===== config.mk =====
export PLATFORM = sky130hd
export DESIGN_NAME = ps2_host_tx
export DESIGN_NICKNAME = d
export VERILOG_FILES = /design/src/rtl/ps2_host_tx.sv
export SDC_FILE = /design/constraint.sdc
export NUM_CORES = 1
export LEC_CHECK = 0
export BUFFER_PORTS_ARGS = -buffer_cell sky130_fd_sc_hd__buf_2
export CORE_ASPECT_RATIO = 2
export CORE_MARGIN = 10
export CORE_UTILIZATION = 53
export CTS_BUF_LIST = sky130_fd_sc_hd__clkbuf_8
export DETAILED_ROUTE_END_ITERATION = 6
export PLACE_DENSITY_LB_ADDON = 0.3
export SLEW_MARGIN = 20
export SYNTH_ARGS = -nofsm -noshare
export SYNTH_HDL_FRONTEND = slang
export SYNTH_SLANG_ARGS = --single-unit
export TNS_END_PERCENT = 100

===== constraint.sdc =====
create_clock -name clk -period 2.4 [get_ports clk]
set_input_delay 0.6 -clock clk [delete_from_list [all_inputs] [get_ports clk]]
set_output_delay 0.6 -clock clk [all_outputs]
set_load 0.02 [all_outputs]

===== src/rtl/ps2_host_tx.sv =====
// ps2_host_tx: host-to-device PS/2 command transmitter (inhibit, request-to-send, device-clocked shift, ACK check)
//   clk, reset                : system clock, asynchronous active-high reset
//   tx_valid, tx_data, tx_ready: command byte handshake (accepted only in IDLE)
//   tx_done, tx_err           : one-cycle result pulses (ACK received / timeout or NACK)
//   rx_inhibit                : high while busy so the receive side ignores the bus
//   ps2_clk_i, ps2_data_i     : asynchronous pad inputs
//   ps2_clk_oe, ps2_data_oe   : open-drain pull-down enables (1 = drive low)
//   Optional macro PS2_TX_RESEND_EN: retry a failed frame up to twice before reporting tx_err.
module ps2_host_tx #(
    parameter int CLK_FREQ_HZ    = 50_000_000,
    parameter int INHIBIT_CYCLES = CLK_FREQ_HZ / 10_000,
    parameter int TIMEOUT_CYCLES = CLK_FREQ_HZ / 1_000 * 15,
    parameter int FILTER_LEN     = 4
) (
    input  logic       clk,
    input  logic       reset,
    input  logic       tx_valid,
    input  logic [7:0] tx_data,
    output logic       tx_ready,
    output logic       tx_done,
    output logic       tx_err,
    output logic       rx_inhibit,
    input  logic       ps2_clk_i,
    input  logic       ps2_data_i,
    output logic       ps2_clk_oe,
    output logic       ps2_data_oe
);
    localparam int IW = $clog2(INHIBIT_CYCLES + 1);
    localparam int WW = $clog2(TIMEOUT_CYCLES + 1);
    localparam int FW = $clog2(FILTER_LEN + 1);
    localparam logic [IW-1:0] INH_LAST = IW'(INHIBIT_CYCLES - 1);
    localparam logic [IW-1:0] INH_MAX  = IW'(INHIBIT_CYCLES);
    localparam logic [WW-1:0] WD_MAX   = WW'(TIMEOUT_CYCLES);
    localparam logic [FW-1:0] FLT_LAST = FW'(FILTER_LEN - 1);

    typedef enum logic [2:0] {IDLE, INHIBIT, RTS, SHIFT, ACK, WAITREL, ERR} state_t;
    state_t state, state_n, nxt;

    logic [1:0]    clk_sync, data_sync;
    logic [FW-1:0] clk_cnt, data_cnt;
    logic          clk_f, data_f, clk_f_q, fall;
    logic [IW-1:0] inh_cnt;
    logic [WW-1:0] wd_cnt;
    logic [3:0]    n;
    logic [8:0]    shift, frm;
    logic          data_oe_q, watch, timeout, fail, retry_ok;

    // A line's filtered level follows the synchronised level only after FILTER_LEN consecutive differing cycles.
    always_ff @(posedge clk or posedge reset) begin
        if (reset) begin
            clk_sync  <= 2'b11;
            data_sync <= 2'b11;
            clk_f     <= 1'b1;
            data_f    <= 1'b1;
            clk_f_q   <= 1'b1;
            clk_cnt   <= '0;
            data_cnt  <= '0;
        end else begin
            clk_sync  <= {clk_sync[0], ps2_clk_i};
            data_sync <= {data_sync[0], ps2_data_i};
            clk_f_q   <= clk_f;
            clk_cnt   <= clk_sync[1] == clk_f || clk_cnt == FLT_LAST ? '0 : clk_cnt + 1'b1;
            data_cnt  <= data_sync[1] == data_f || data_cnt == FLT_LAST ? '0 : data_cnt + 1'b1;
            if (clk_sync[1] != clk_f && clk_cnt == FLT_LAST) clk_f <= clk_sync[1];
            if (data_sync[1] != data_f && data_cnt == FLT_LAST) data_f <= data_sync[1];
        end
    end

    assign fall    = clk_f_q & ~clk_f;
    assign watch   = state == RTS || state == SHIFT || state == ACK || state == WAITREL;
    // A fall in the same cycle as expiry counts as progress, not as a timeout.
    assign timeout = watch && wd_cnt == WD_MAX && !fall;

`ifdef PS2_TX_RESEND_EN
    logic [1:0] retries;
    assign retry_ok = retries != 2'd2;
    always_ff @(posedge clk or posedge reset) begin
        if (reset) retries <= '0;
        else if (state == IDLE) retries <= '0;
        else if (fail && retry_ok) retries <= retries + 1'b1;
    end
`else
    assign retry_ok = 1'b0;
`endif

    always_ff @(posedge clk or posedge reset) begin
        if (reset) state <= IDLE;
        else state <= state_n;
    end

    always_comb begin
        nxt = state;
        case (state)
            IDLE:    nxt = tx_valid ? INHIBIT : IDLE;
            INHIBIT: nxt = inh_cnt == INH_LAST ? RTS : INHIBIT;
            RTS:     nxt = fall ? SHIFT : RTS;
            SHIFT:   nxt = fall && n == 4'd9 ? ACK : SHIFT;
            ACK:     nxt = !fall ? ACK : data_f ? ERR : WAITREL;
            WAITREL: nxt = clk_f && data_f ? IDLE : WAITREL;
            default: nxt = IDLE;
        endcase
        if (timeout && nxt == state) nxt = ERR;
        fail    = nxt == ERR;
        state_n = fail && retry_ok ? INHIBIT : nxt;
    end

    // n counts device falls: fall 1 (in RTS) puts d0 out, falls 2..9 the rest and parity, fall 10 releases for stop.
    always_ff @(posedge clk or posedge reset) begin
        if (reset) begin
            inh_cnt   <= '0;
            wd_cnt    <= '0;
            n         <= '0;
            shift     <= '0;
            frm       <= '0;
            data_oe_q <= 1'b0;
        end else begin
            inh_cnt <= state == INHIBIT && inh_cnt != INH_MAX ? inh_cnt + 1'b1 : '0;
            wd_cnt  <= !watch || fall ? '0 : wd_cnt == WD_MAX ? wd_cnt : wd_cnt + 1'b1;
            if (state == IDLE && tx_valid) frm <= {~^tx_data, tx_data};
            if (state_n == INHIBIT && state != INHIBIT) begin
                shift     <= state == IDLE ? {~^tx_data, tx_data} : frm;
                n         <= '0;
                data_oe_q <= 1'b0;
            end else if (state == INHIBIT && state_n == RTS) begin
                data_oe_q <= 1'b1;
            end else if (state_n == ERR || state_n == IDLE) begin
                data_oe_q <= 1'b0;
            end else if (fall && (state == RTS || state == SHIFT)) begin
                n         <= n + 1'b1;
                data_oe_q <= n != 4'd9 && !shift[0];
                shift     <= shift >> 1;
            end
        end
    end

    assign tx_ready    = state == IDLE;
    assign rx_inhibit  = state != IDLE;
    assign tx_done     = state == WAITREL && state_n == IDLE;
    assign tx_err      = state == ERR;
    assign ps2_clk_oe  = state == INHIBIT;
    // Start bit appears on the final inhibit cycle, before the registered enable catches up.
    assign ps2_data_oe = data_oe_q | (state == INHIBIT && inh_cnt == INH_LAST);
endmodule


* Word-level counts from Yosys, hierarchy flattened *
Cells that the tools add are included.
Widths: inputs -> output; s select.

word-level totals
  register bits after elaboration = 72
  latch bits = 0
  RAM bits = 0
  memory bits (read-only) = 0
  input port bits = 13
  output and inout bits = 6
  word-level logic and storage cells = 106
  memories kept = 0

cells by class
  add/sub/neg operators = 5
  multiply operators = 0
  divide/modulo/power cells = 0
  order comparisons = 0
  equality and inequality tests = 25
  shift-type cells = 0
  mux-type cells = 27
  bitwise operators = 3
  reductions and logical operators = 32

operators with widths
  operator               number
  $mux 9                 5
  $mux 20                2
  $add 20x1->20 const B  1
  $eq 20x20->1 const B   1
  $pmux 3 s6             1
  $mux 4                 4
  $eq 3x2->1 const B     5
  $logic_and 1x1->1      15
  $mux 3                 5
  $add 13x1->13 const B  1
  $eq 13x13->1 const B   1
  $mux 13                1
  $ne 13x13->1 const B   1
  $eq 3x3->1 const B     4
  $reduce_xnor 8->1      1
  $logic_or 1x1->1       7
  $add 3x1->3 const B    2
  $eq 3x1->1 const B     2
  $logic_not 3->1        2
  $mux 1                 6
  $mux 2                 3
  $ne 2x2->1 const B     3
  $add 4x1->4 const B    1
  $eq 4x4->1 const B     1
  13 further kinds       17

* Longest topological paths before layout *
Gate-level depths: netlist of run 1.

  word-level depth = 13
  gate-level depth with buffers = 7
  depth with buffers taken out = 7

* Least setup slack after synthesis of run 1 *
OpenSTA, ideal clock, no wires.

  kind = register to output
  start = register inh_cnt[5]
  end = output ps2_data_oe
  arrival = 1.347 ns
  data required time = 1.800 ns
  setup slack = 0.453 ns
  cell stages (with the launch flop) = 5
  path buffers = 0
  cells stage by stage = dfrtp_1 > nor4b_2 > nand4_1 > nor4_1 > or2_2

on the way
  word-level cells in the longest chain between the ends = 3

RTL lines
  element                   RTL line  RTL
  start: declaration        42        logic [IW-1:0] inh_cnt;
  start signal: assignment  117       inh_cnt <= state == INHIBIT && inh_cnt != INH_MAX ? inh_cnt + 1'b1 : '0;
  $eq 13x13->1              142       assign ps2_data_oe = data_oe_q | (state == INHIBIT && inh_cnt == INH_LAST);
  $logic_and 1x1->1         142
  $or 1x1->1                142
  end: declaration          26        output logic ps2_data_oe

Every way passes these cells.

* Worst setup path in the final report of run 1 *
Ends and elaborated chain as after synthesis.

==> results.md, run 1 <==
- Vias post-DR: 2,347
- Number of nets in the layout: 379
- Slowest CP cell: dfrtp_1
- Critical path origin: inh_cnt[5]
- Synth Net Count: 351
- Crit path cell chain: nor4b_2 > nand4_1 > nor4_2 > or2_2 > buf_2
- DRC violations left: 0
- RSZ-0062 raised after global routing: true
- Yosys top cell area share: 0.4408
- Total CTS buffers: 9
- PwrDens: 854.6 mW/mm^2
- Status: complete, no violations
- Max-Cap Viols: 0
- Seq/Total Area, Yosys: 0.4986
- Area growth, synth to finish: 14.72%
- Final Hold Viols: 0
- Total negative setup slack: 0 ns
- Least-Margin Pin Slew: 0.7115 ns
- Clock Pin Slew Worst Setup and Hold Paths: 0.07 ns
- Die height: 129.5 microns
- GRT Resource Usage Total: 0.1466
- CP Data Required Time: 1.80 ns
- Post-DP HPWL: 4504 microns
- Total Wirelength: 6217 microns
- Worst Path Arrival: 1.71 ns
- Leak Pwr: 1.559 nW
- Peak VDD IR: 476.5 uV
- Max clock buf depth: 2
- Largest net degree at the start of global routing: 43
- Total grt overflow: 0
- Final Skew: 0.008906 ns
- Min-delay worst type: in -> async
- CP Depth: 5
- Post-placement setup slack: 0.3018 ns
- Synth warnings: 0
- Skew-Pair Late Insertion Delay: 0.35 ns
- Starting DRC count in detailed routing: 160
- Layout filler cell count: 460
- Layout cells sized above 1: 0.1773
- ANT cells: 0
- Power, Total: 0.003117 W
- DRT Pass-1 Iters: 5
- GRT Max-Usage Layer: met2
- Reg-to-Reg Start: inh_cnt[5]
- Initial core utilization: 0.5522
- Cell variety after synth: 39
- Routed vias/inst: 5.562
- Final Util: 0.6334
- Placeable Area: 0.005758 sq mm
- Met3 usage: 0.04664
- Met1 global-route usage: 0.1482
- Post-DP Area: 0.003388 sq mm
- Flop and latch count out of synthesis: 63
- Maximum clock rate: 433.6 MHz
- Vias in the first global route: 2,463
- Setup crit end kind: output port
- Most common cell after layout, fill and taps aside: dfrtp_1
- Final Worst Setup Slack: 0.09397 ns
- Synth Area per Inst: 9.693 sq um
- Die X: 74.77 microns
- Gpl congestion: 0.8164
- Sink Count: 63
- Worst-case reg-to-reg path depth: 6
- Hold-fix buffers, CTS: 0
- Area of the mapped netlist: 0.003179 sq mm
- Slowest Stage Delay on Critical Path: 0.41 ns
- IO Count: 19
- Global-route wire length before repair: 10,980 microns
- Final min period: 2.306 ns
- Antenna violations before repair: 0
- Met2 usage in global routing: 0.2601
- Worst Path Buf+Inv: 1
- Slew margin rel.: 0.5213
- CTS tree: built
- Top post-synthesis cells by area: dfrtp_1, nor2_1, xor2_1, dfstp_2, xnor2_1
- Final Slew Violations: 0
- Period utilization: 0.9608
- Post-route antenna net violation count: 0
- Synth area leader: dfrtp_1
- Crit-path max FO: 3
- Post-synthesis cell count: 328
- Routed len/inst: 14.73 microns
- IO Port Bufs: 18
- CP top delay family: simple AND/OR/NAND/NOR gates
- H-tree depth: 3
- Leading cell types in the layout, fill and taps excluded: dfrtp_1, nor2_1, nand2_1, xor2_1, buf_2
- Final setup viols: 0
- Row cnt: 39
- Clk root buf: clkbuf_8
- Crit path kind: reg -> out
- Cell area after layout: 0.003647 sq mm
- Die ar.: 0.009684 sq mm
- Critical Path Source Type: register
through the flow:
step | hold WS [ns] | cells
finish | 0.2649 | 422
global route | 0.2870 | 422
detailed placement | 0.3468 | 405
CTS | 0.2557 | 422
global placement | 0.3461 | 405
floorplan | 0.3452 | 328
repair_timing:
action / in CTS / in global routing
resized for setup: 1 / 0
endpoints found under the setup margin: 1 / 1
buffers inserted: 1 / 0
pin swaps: 2 / 0
layer usage:
layer | vias to the layer above | share of wire
met1 | 1141 | 0.39
met2 | 33 | 0.55
met5 | - | 0
met4 | 0 | 0.020
met3 | 10 | 0.039
li1 | 1163 | -
registers in the layout, indices dropped and copies added (netlist names), 2 cells and up:
signal / cells
wd_cnt: 20
inh_cnt: 13
shift: 9
n: 4
clk_cnt: 3
data_cnt: 3
state: 3
clk_sync: 2
data_sync: 2
power by group:
group / switching (W) / total (W) / leakage (nW) / internal [W]
Sequential: 0.000115 / 0.00136 / 0.833 / 0.00125
Combinational: 0.000377 / 0.000630 / 0.604 / 0.000253
Clock: 0.000412 / 0.00113 / 0.122 / 0.000714
path summary, 6_finish.rpt:
kind / endpoint / slack (ns)
min in group clk: clk_sync[0] / 0.35
setup reg to reg: data_oe_q / 0.27
max in group asynchronous: data_f / 1.50
setup / recovery: ps2_data_oe / 0.09
hold reg to reg: data_sync[1] / 0.36
hold / removal: shift[5] / 0.26
Yosys cell counts, drive strengths merged:
cell      n
or2       3
nor4b     4
ha       10
nor2b     2
o32ai     1
nor4      2
and3b     1
o31ai     2
nor2     53
or4b      1
buf       2
clkbuf    9
o21ai    16
nor3b     2
mux2      2
a21o      1
a211oi    3
and4      1
nor3      5
inv      17
xor2     22
o31a      1
a31oi     1
xnor2    16
or4       3
nand4     9
or3       6
nand3    13
dfstp     7
a2111oi   1
nand2    32
dfrtp    56
nand2b    4
and3      2
mux2i    10
a21oi     8
area by class of cell:
type,count,area [sq um],share of cell area
multi-input cells,237,1499,0.4110
inverters,17,63.81,0.01750
clock buffers,10,137.6,0.03774
flip-flops and latches,63,1585,0.4346
well taps,61,76.32,0.02093
clock inverters,6,107.6,0.02950
repair buffers,28,177.7,0.04871
worst register-to-register path, delay by kind of cell, from the launching register on:
kind            cells  cell delay, ns
compound gates      2            0.48
flops               1            0.41
simple gates        3            0.95
buf+inv             1            0.18
cells by family after synthesis:
group	Yosys count	share of synthesized area
flip-flops	63	0.4986
multiplexers	12	0.03857
AO/OA/AOI/OAI	34	0.06415
adder cells (fa/ha/maj)	10	0.03935
AND/OR/NAND/NOR	143	0.2208
buffers and inverters	28	0.03384
XOR/XNOR	38	0.1047
(Power assumes the default switching activity.)
==> run 2, diff against run 1 <==
--- a/config.mk
+++ b/config.mk
@@ -11,7 +11,7 @@
 export CORE_UTILIZATION = 53
 export CTS_BUF_LIST = sky130_fd_sc_hd__clkbuf_8
 export DETAILED_ROUTE_END_ITERATION = 6
-export PLACE_DENSITY_LB_ADDON = 0.3
+export PLACE_DENSITY = 0.71
 export SLEW_MARGIN = 20
 export SYNTH_ARGS = -nofsm -noshare
 export SYNTH_HDL_FRONTEND = slang
==> run 2 against run 1 <==
Effect of this change:
- cell area up 1.4%
- critical endpoint unchanged
- power grew 4.0%
- clock-buffer cell count increased by 1
- highest routed layer unchanged
- fmax is 0.15% higher
- clock skew is 0.0037 ns lower
- non-clock buffer count up 2
- combinational power about the same
- hold slack better by 0.038 ns
- routed wire length decreased by 0.58%
- first-iteration DRC count shrank 10%
- sequential share of layout area shrank 0.55 points
- register-to-register slack about the same
==> results.md, run 2 (synthesis gave the netlist of run 1 again) <==
- Status: complete, no violations
- PwrDens: 876.4 mW/mm^2
- H-tree depth: 3
- ANT cells: 0
- Area growth, synth to finish: 16.29%
- Vias post-DR: 2,342
- Power, Total: 0.003240 W
- Clk root buf: clkbuf_8
- Final Skew: 0.005206 ns
- Met3 usage: 0.03976
- Initial core utilization: 0.5522
- Min-delay worst type: in -> async
- Crit-path max FO: 3
- Starting DRC count in detailed routing: 144
- Total CTS buffers: 9
- Die height: 129.5 microns
- Leading cell types in the layout, fill and taps excluded: dfrtp_1, nor2_1, nand2_1, xor2_1, buf_2
- Sink Count: 63
- Period utilization: 0.9594
- Post-placement setup slack: 0.2987 ns
- Global-route wire length before repair: 10,720 microns
- Die X: 74.77 microns
- Slew margin rel.: 0.5331
- Antenna violations before repair: 0
- Top reg by flops: wd_cnt
- GRT Max-Usage Layer: met2
- Maximum clock rate: 434.3 MHz
- Setup crit end kind: output port
- Least-Margin Pin Slew: 0.6985 ns
- Total negative setup slack: 0 ns
- Met1 global-route usage: 0.1417
- Number of nets in the layout: 381
- Most common cell after layout, fill and taps aside: dfrtp_1
- DRT Pass-1 Iters: 4
- Biggest regs: wd_cnt: 20 flops, inh_cnt: 13 flops, shift: 9 flops
- Placeable Area: 0.005758 sq mm
- Vias in the first global route: 2,345
- Met2 usage in global routing: 0.2622
- Post-route antenna net violation count: 0
- Skew-Pair Late Insertion Delay: 0.33 ns
- CP Data Required Time: 1.80 ns
- Final setup viols: 0
- Clock Pin Slew Worst Setup and Hold Paths: 0.07 ns
- GRT Resource Usage Total: 0.1433
- DRC violations left: 0
- Post-DP HPWL: 4655 microns
- CTS tree: built
- Max clock buf depth: 2
- Die ar.: 0.009684 sq mm
- Crit path kind: reg -> out
- IO Count: 19
- Largest net degree at the start of global routing: 26
- Layout filler cell count: 479
- Final Hold Viols: 0
- Max-Cap Viols: 0
- Gpl congestion: 0.8021
- Hold-fix buffers, CTS: 0
- Critical Path Source Type: register
- Final cell count without fillers: 424
- Routed len/inst: 14.58 microns
- Worst Path Arrival: 1.70 ns
- Layout cells sized above 1: 0.1846
- Final Worst Setup Slack: 0.09741 ns
- Row cnt: 39
- Max reg flops: 20
- Peak VDD IR: 651.2 uV
- Final min period: 2.303 ns
- Final Util: 0.6421
- IO Port Bufs: 18
- Final Slew Violations: 0
- Total Wirelength: 6181 microns
- DP Cell Count: 406
- Routed vias/inst: 5.524
- Total grt overflow: 0
- Leak Pwr: 1.581 nW
## run 2: cell count changes in the layout (fill, tap and decap cells not counted), sizes merged
cell    before  now
buf         28   30
clkbuf      10   11
bufinv       3    4
clkinv       2    0
## run 2: where the power goes
| group | switching [W] | internal, W | total, W |
|---|---|---|---|
| clock | 0.000405 | 0.000852 | 0.00126 |
| sequential | 0.000108 | 0.00125 | 0.00135 |
| combinational | 0.000375 | 0.000254 | 0.000630 |
## run 2: final timing paths
kind	start	endpoint	cells past startpoint	slack [ns]
worst max-delay path	inh_cnt[5]	ps2_data_oe	5	0.1
worst min-delay path	reset	n[3]	2	0.30
worst max register to register	inh_cnt[5]	data_oe_q	6	0.28
worst min register to register	data_sync[0]	data_sync[1]	0	0.36
max in group asynchronous	reset	data_cnt[2]	3	1.51
min in group clk	data_sync[0]	data_sync[1]	0	0.36
## run 2: worst max-delay path, cell delays in order (launching register included)
cell and delay, ns:
dfrtp_1 0.41, nor4b_2 0.27, nand4_1 0.17, nor4_2 0.20
or2_2 0.15, buf_2 0.15
## run 2: cell type report
cell class / instances / area [sq um] / share of cell area
Clock buffer: 11 / 151.4 / 0.04095
Clock inverter: 5 / 127.6 / 0.03452
Inverter: 17 / 63.81 / 0.01726
Multi-Input combinational cell: 237 / 1499 / 0.4054
Sequential cell: 63 / 1587 / 0.4291
Tap cell: 61 / 76.32 / 0.02064
Timing Repair Buffer: 30 / 192.7 / 0.05212
## run 2: per-layer routing
layer | part of all wire | up-vias
met4 | 0.019 | 0
met2 | 0.57 | 31
met3 | 0.031 | 11
met5 | 0 | -
li1 | - | 1164
met1 | 0.38 | 1136
## run 2: what timing repair did
item                       in CTS  in global routing
pin swaps                       1                  1
buffers inserted                1                  1
gates resized for setup         1                  1
setup endpoints to repair       1                  1
## run 2: metrics by stage
stage,area (sq um),hold WS [ns]
after detailed placement,3396,0.3469
final,3697,0.3026
after global routing,3697,0.3281
after floorplan,3179,0.3452
after CTS,3689,0.3115
after global placement,3396,0.3454
